[src/rtl/leg_uop_pkg.sv]
// Shared definitions for the uop fetch path: HALT encoding, fetch states and store defaults.
package leg_uop_pkg;

    localparam logic [7:0]  HALT_OPCODE             = 8'hFF;
    localparam int unsigned UOP_BUF_SIZE_DEFAULT    = 128;
    localparam int unsigned UOP_BUF_WIDTH_DEFAULT   = 64;

    typedef enum logic [0:0] {
        StFetch  = 1'b0,
        StHalted = 1'b1
    } fetch_state_e;

endpackage

[src/rtl/uop_fifo.sv]
// Small synchronous FIFO; the head output is read from registered storage only.
module uop_fifo
    import leg_uop_pkg::*;
#(
    parameter int unsigned WIDTH = 8,
    parameter int unsigned DEPTH = 4
) (
    input  logic             clk,
    input  logic             reset,
    input  logic             i_push,
    input  logic [WIDTH-1:0] i_push_data,
    input  logic             i_pop,
    input  logic             i_flush,
    output logic             o_full,
    output logic             o_empty,
    output logic [WIDTH-1:0] o_head
);

    localparam int unsigned PW = $clog2(DEPTH);

    logic [WIDTH-1:0] r_mem [DEPTH];
    logic [PW-1:0]    r_wr;
    logic [PW-1:0]    r_rd;
    logic [PW:0]      r_cnt;
    logic             w_push;
    logic             w_pop;

    assign o_empty = (r_cnt == '0);
    assign o_full  = (r_cnt == (PW+1)'(DEPTH));
    assign w_pop   = i_pop & ~o_empty;
    // A full FIFO still accepts a push when the head leaves in the same cycle.
    assign w_push  = i_push & (~o_full | w_pop);
    assign o_head  = o_empty ? '0 : r_mem[r_rd];

    always_ff @(posedge clk) begin
        if (reset || i_flush) begin
            r_wr  <= '0;
            r_rd  <= '0;
            r_cnt <= '0;
        end else begin
            if (w_push) r_wr <= r_wr + PW'(1);
            if (w_pop)  r_rd <= r_rd + PW'(1);
            if (w_push && !w_pop) r_cnt <= r_cnt + (PW+1)'(1);
            else if (w_pop && !w_push) r_cnt <= r_cnt - (PW+1)'(1);
        end
    end

    always_ff @(posedge clk) begin
        if (w_push && !reset && !i_flush) r_mem[r_wr] <= i_push_data;
    end

endmodule

[src/rtl/uop_fetch_unit.sv]
// Fetches uops sequentially from the uop store into a small FIFO, stopping on HALT
// and restarting on consumer redirect.
module uop_fetch_unit
    import leg_uop_pkg::*;
#(
    parameter int unsigned UOP_BUF_SIZE  = UOP_BUF_SIZE_DEFAULT,
    parameter int unsigned UOP_BUF_WIDTH = UOP_BUF_WIDTH_DEFAULT,
    parameter int unsigned FIFO_DEPTH    = 4
) (
    input  logic                            clk,
    input  logic                            reset,
    output logic [$clog2(UOP_BUF_SIZE)-1:0] uop_addr,
    input  logic [UOP_BUF_WIDTH-1:0]        uop,
    input  logic                            redirect_valid,
    input  logic [$clog2(UOP_BUF_SIZE)-1:0] redirect_addr,
    output logic                            out_valid,
    output logic [UOP_BUF_WIDTH-1:0]        out_uop,
    output logic [$clog2(UOP_BUF_SIZE)-1:0] out_addr,
    input  logic                            out_ready,
    output logic                            halted
);

    localparam int unsigned AW = $clog2(UOP_BUF_SIZE);
    localparam int unsigned DW = UOP_BUF_WIDTH + AW;

    fetch_state_e  r_state;
    logic [AW-1:0] r_pc;
    logic          w_full;
    logic          w_empty;
    logic          w_deq;
    logic          w_enq;
    logic          w_is_halt;
    logic [DW-1:0] w_head;

    assign w_deq     = ~w_empty & out_ready;
    assign w_enq     = (r_state == StFetch) & (~w_full | w_deq) & ~redirect_valid;
    assign w_is_halt = (uop[UOP_BUF_WIDTH-1 -: 8] == HALT_OPCODE);

    assign uop_addr  = r_pc;
    assign out_valid = ~w_empty;
    assign out_uop   = w_head[DW-1:AW];
    assign out_addr  = w_head[AW-1:0];
    assign halted    = (r_state == StHalted);

    // PC wraps naturally since the store size is a power of two.
    always_ff @(posedge clk) begin
        if (reset) begin
            r_pc    <= '0;
            r_state <= StFetch;
        end else if (redirect_valid) begin
            r_pc    <= redirect_addr;
            r_state <= StFetch;
        end else if (w_enq) begin
            if (w_is_halt) begin
                r_state <= StHalted;
            end else begin
                r_pc <= r_pc + AW'(1);
            end
        end
    end

    uop_fifo #(
        .WIDTH (DW),
        .DEPTH (FIFO_DEPTH)
    ) u_uop_fifo (
        .clk         (clk),
        .reset       (reset),
        .i_push      (w_enq),
        .i_push_data ({uop, r_pc}),
        .i_pop       (w_deq),
        .i_flush     (redirect_valid),
        .o_full      (w_full),
        .o_empty     (w_empty),
        .o_head      (w_head)
    );

endmodule

[config.mk]
export PLATFORM = sky130hd
export DESIGN_NAME = uop_fetch_unit
export DESIGN_NICKNAME = d
export VERILOG_FILES = /design/src/rtl/leg_uop_pkg.sv /design/src/rtl/uop_fifo.sv /design/src/rtl/uop_fetch_unit.sv
export SDC_FILE = /design/constraint.sdc
export NUM_CORES = 1
export LEC_CHECK = 0
export BUFFER_PORTS_ARGS = -buffer_cell sky130_fd_sc_hd__buf_2
export CAP_MARGIN = 0
export CORE_ASPECT_RATIO = 0.6
export CORE_MARGIN = 4
export CORE_UTILIZATION = 57
export CTS_BUF_LIST = sky130_fd_sc_hd__clkbuf_8
export DETAILED_ROUTE_END_ITERATION = 8
export PLACE_DENSITY_LB_ADDON = 0.05
export SETUP_SLACK_MARGIN = 0.15
export SYNTH_ARGS = -nofsm -noshare
export SYNTH_HDL_FRONTEND = slang
export SYNTH_SLANG_ARGS = --single-unit
[constraint.sdc]
create_clock -name clk -period 8.6 [get_ports clk]
set_clock_uncertainty 0.05 [all_clocks]
set_input_delay 0.86 -clock clk [delete_from_list [all_inputs] [get_ports clk]]
set_output_delay 0.86 -clock clk [all_outputs]
set_load 0.01 [all_outputs]
==> qor.txt <==
outcome: complete, no violations
synthesized area: 0.0116 mm2
Initial DRC Count: 426
LEAKAGE: 4.68 nW
setup_tns: 0 ps
CTS root buf: clkbuf_8
Crit path required time: 7690 ps
antenna-violating nets left: 0
largest net degree at the start of global routing: 75
Via density: 5.63
Vias: 5,789
post-CTS resize count: 0
Core Region: 0.0200 mm2
Post-CTS Setup Bufs: 0
PwrDens: 218 mW/mm2
Initial Util: 57.9%
die footprint: 0.0228 mm2
Worst VDD drop: 0.163 mV
Hold-fix buffers, CTS: 0
flops & latches, synth: 301
XOR/XNOR Fraction of Synth Area: 0.604%
clk_lat worst skew: 540 ps
fin worst setup slack: 4620 ps
First-pass DRT Iterations: 4
Worst Path Max Fanout: 47
reg-to-reg critical path startpoint: u_uop_fifo.r_cnt[0]
Placer Congestion: 0.703
Yosys warning total: 0
Crit. End Element: output port
TritonCTS clock tree: yes
# fillers: 1,365
Worst path slowest cell: buf_4
Detailed Route WL: 22,300 um
worst hold stages: 2
number of I/O port buffers: 154
Final #Nets: 807
Yosys cell types: 35
Finished Layout Cells: 1,029
Seq/Total Area, Yosys: 76.5%
RSZ-0062 raised after global routing: false
# DRC: 0
min-delay worst type: reg -> reg
chip height: 119 um
GRT Util Overall: 20.1%
f_max: 0.251 GHz
total gr overflow: 0
# IOs: 155
die width: 192 um
actual slew at the worst max-slew pin: 1140 ps
Critical Path Source Type: flip-flop
Net Count, Synth: 633
Std-Cell Rows: 40
Reg2Reg Depth: 9
critical path class: reg -> out
fin crit share: 46.3%
Hold WS: 476 ps
post-layout min period: 3980 ps
Mean Syn Cell Area: 21.1 um2
H-tree Lvls: 2
DP Worst Slack: 5050 ps
proportion of layout cells with a drive suffix above 1: 38.4%
hold_sp: u_uop_fifo.r_rd[0]
CTS Sinks: 301
Final Hold Vio Count: 0
total CTS buffers: 43
main combinational cell family by area after synthesis: multiplexers
Slew Viols, Final: 0
cell count after placement: 953
Final setup viols: 0
Max-Cap Viols: 0
Area growth syn-to-layout: 15.7%
crit-path cells: buf_4, mux4_2, and2_1, buf_2
Worst Path Arrival: 3070 ps
mux contribution to synthesized area: 14.0%
Bufs on Longest Clock Path: 3
Max-slew headroom: 23.9%
number of global-route vias before repair: 6,165
WL/cell: 21.7 um
Detail Placement HPWL: 12,500 um
Simple-Gate Fraction of Synth Area: 5.57%
clock slew at reported path FFs: 60 ps
antenna violations before repair: 5
Post-Syn Instances: 551
Adder-Cell Fraction of Synth Area: 0.820%
post-synthesis compound-gate area fraction: 1.37%
CP peak stage delay: 810 ps
global-route wire length before repair: 34,800 um
## cell usage after synthesis
master	n	area (um2)
a211oi_1	3	22.5
a211oi_2	1	12.5
a21oi_1	4	20.0
a311o_1	1	10.0
a311oi_1	2	17.5
and2_1	71	444
and3_1	5	31.3
and3b_1	1	8.76
buf_2	7	35.0
clkbuf_1	20	75.1
dfxtp_1	17	340
edfxtp_1	284	8530
fa_1	1	20.0
ha_1	6	75.1
inv_1	6	22.5
mux2i_1	3	30.0
mux4_2	71	1600
nand2_1	1	3.75
nand3_1	2	10.0
nand3b_1	1	7.51
nand4_1	3	18.8
nor2_1	16	60.1
nor3_1	1	5.00
nor4b_1	1	8.76
o2111ai_1	2	17.5
o211ai_2	1	12.5
o211ai_4	1	21.3
o21ai_0	4	20.0
o21ai_1	1	5.00
or2_2	1	6.26
or3_1	2	12.5
or3_2	2	15.0
or4b_4	1	13.8
xnor2_1	1	8.76
xor2_1	7	61.3
## routing by layer
layer / track usage (%) / routed length (um)
met1: 29.5 / 9840
met2: 29.9 / 10400
met3: 6.35 / 1680
met4: 4.94 / 316
met5: 0 / 59
## sequential cells by signal, summed over array words and instances (netlist names), named ones only
signal,count
u_uop_fifo.r_rd,2
halted,1
uop_addr,7
u_uop_fifo.r_cnt,3
u_uop_fifo.r_wr,2
u_uop_fifo.r_mem,284
## area by class of cell
| class | instances | area [um2] | share of cell area [%] |
|---|---|---|---|
| Timing Repair Buffer | 156 | 786 | 5.86 |
| Multi-Input combinational cell | 217 | 2620 | 19.5 |
| Clock buffer | 48 | 661 | 4.92 |
| Tap cell | 273 | 342 | 2.55 |
| Antenna cell | 1 | 2.50 | 0.0187 |
| Sequential cell | 301 | 8880 | 66.2 |
| Inverter | 6 | 22.5 | 0.168 |
| Clock inverter | 27 | 108 | 0.802 |
## stage by stage
step                      total power [mW]  util (%)  instance area, um2
after detailed placement              1.95      63.2               12600
after floorplan                       1.83         -               11600
after CTS                             2.96      67.0               13400
final                                 2.93      67.0               13400
after global placement                1.95      63.2               12600
after global routing                  3.06      67.0               13400
## cell families (layout without fill, tap and decap cells)
kind of cell               after synthesis  in the layout
AOI/OAI and AO/OA                       20             20
xor gates and xnor gates                 8              8
adders and majority gates                7              7
buffers and inverters                   33            237
DFF                                    301            301
muxes                                   74             74
other                                    0              1
and+or+nand+nor                        108            108
## placed cells by master, fill, tap and decap left out, types with 2 or more instances in the layout
cell and instances:
a211oi_1 3, a21oi_1 4, a311oi_1 2, and2_1 71
and3_4 4, buf_2 154, buf_4 2, clkbuf_8 48
clkinv_1 6, dfxtp_1 15, dfxtp_4 2, edfxtp_1 284
ha_1 6, inv_1 25, mux2i_1 3, mux4_2 71
nand3_1 2, nand4_1 3, nor2_1 16, o2111ai_1 2
o21ai_0 4, or3_1 2, or3_2 2, xor2_1 7
## worst max-delay path: cells and delay by family, from the launching register on
family	cells	cell delay [ps]
buffers and inverters	2	960
DFF	1	680
muxes	1	610
and+or+nand+nor	1	200
## where the power goes
group          leakage [nW]  switching [mW]  internal (mW)
Combinational          1.49           0.145          0.112
Sequential             2.73          0.0191           1.64
Clock                 0.464           0.501          0.508
## final timing paths
path / end / slack (ps)
worst max-delay path: out_uop[38] / 4620
worst min-delay path: u_uop_fifo.r_rd[0] / 480
worst max register to register: u_uop_fifo.r_cnt[2] / 5720
worst min register to register: u_uop_fifo.r_rd[0] / 480
(Power assumes the default switching activity.)
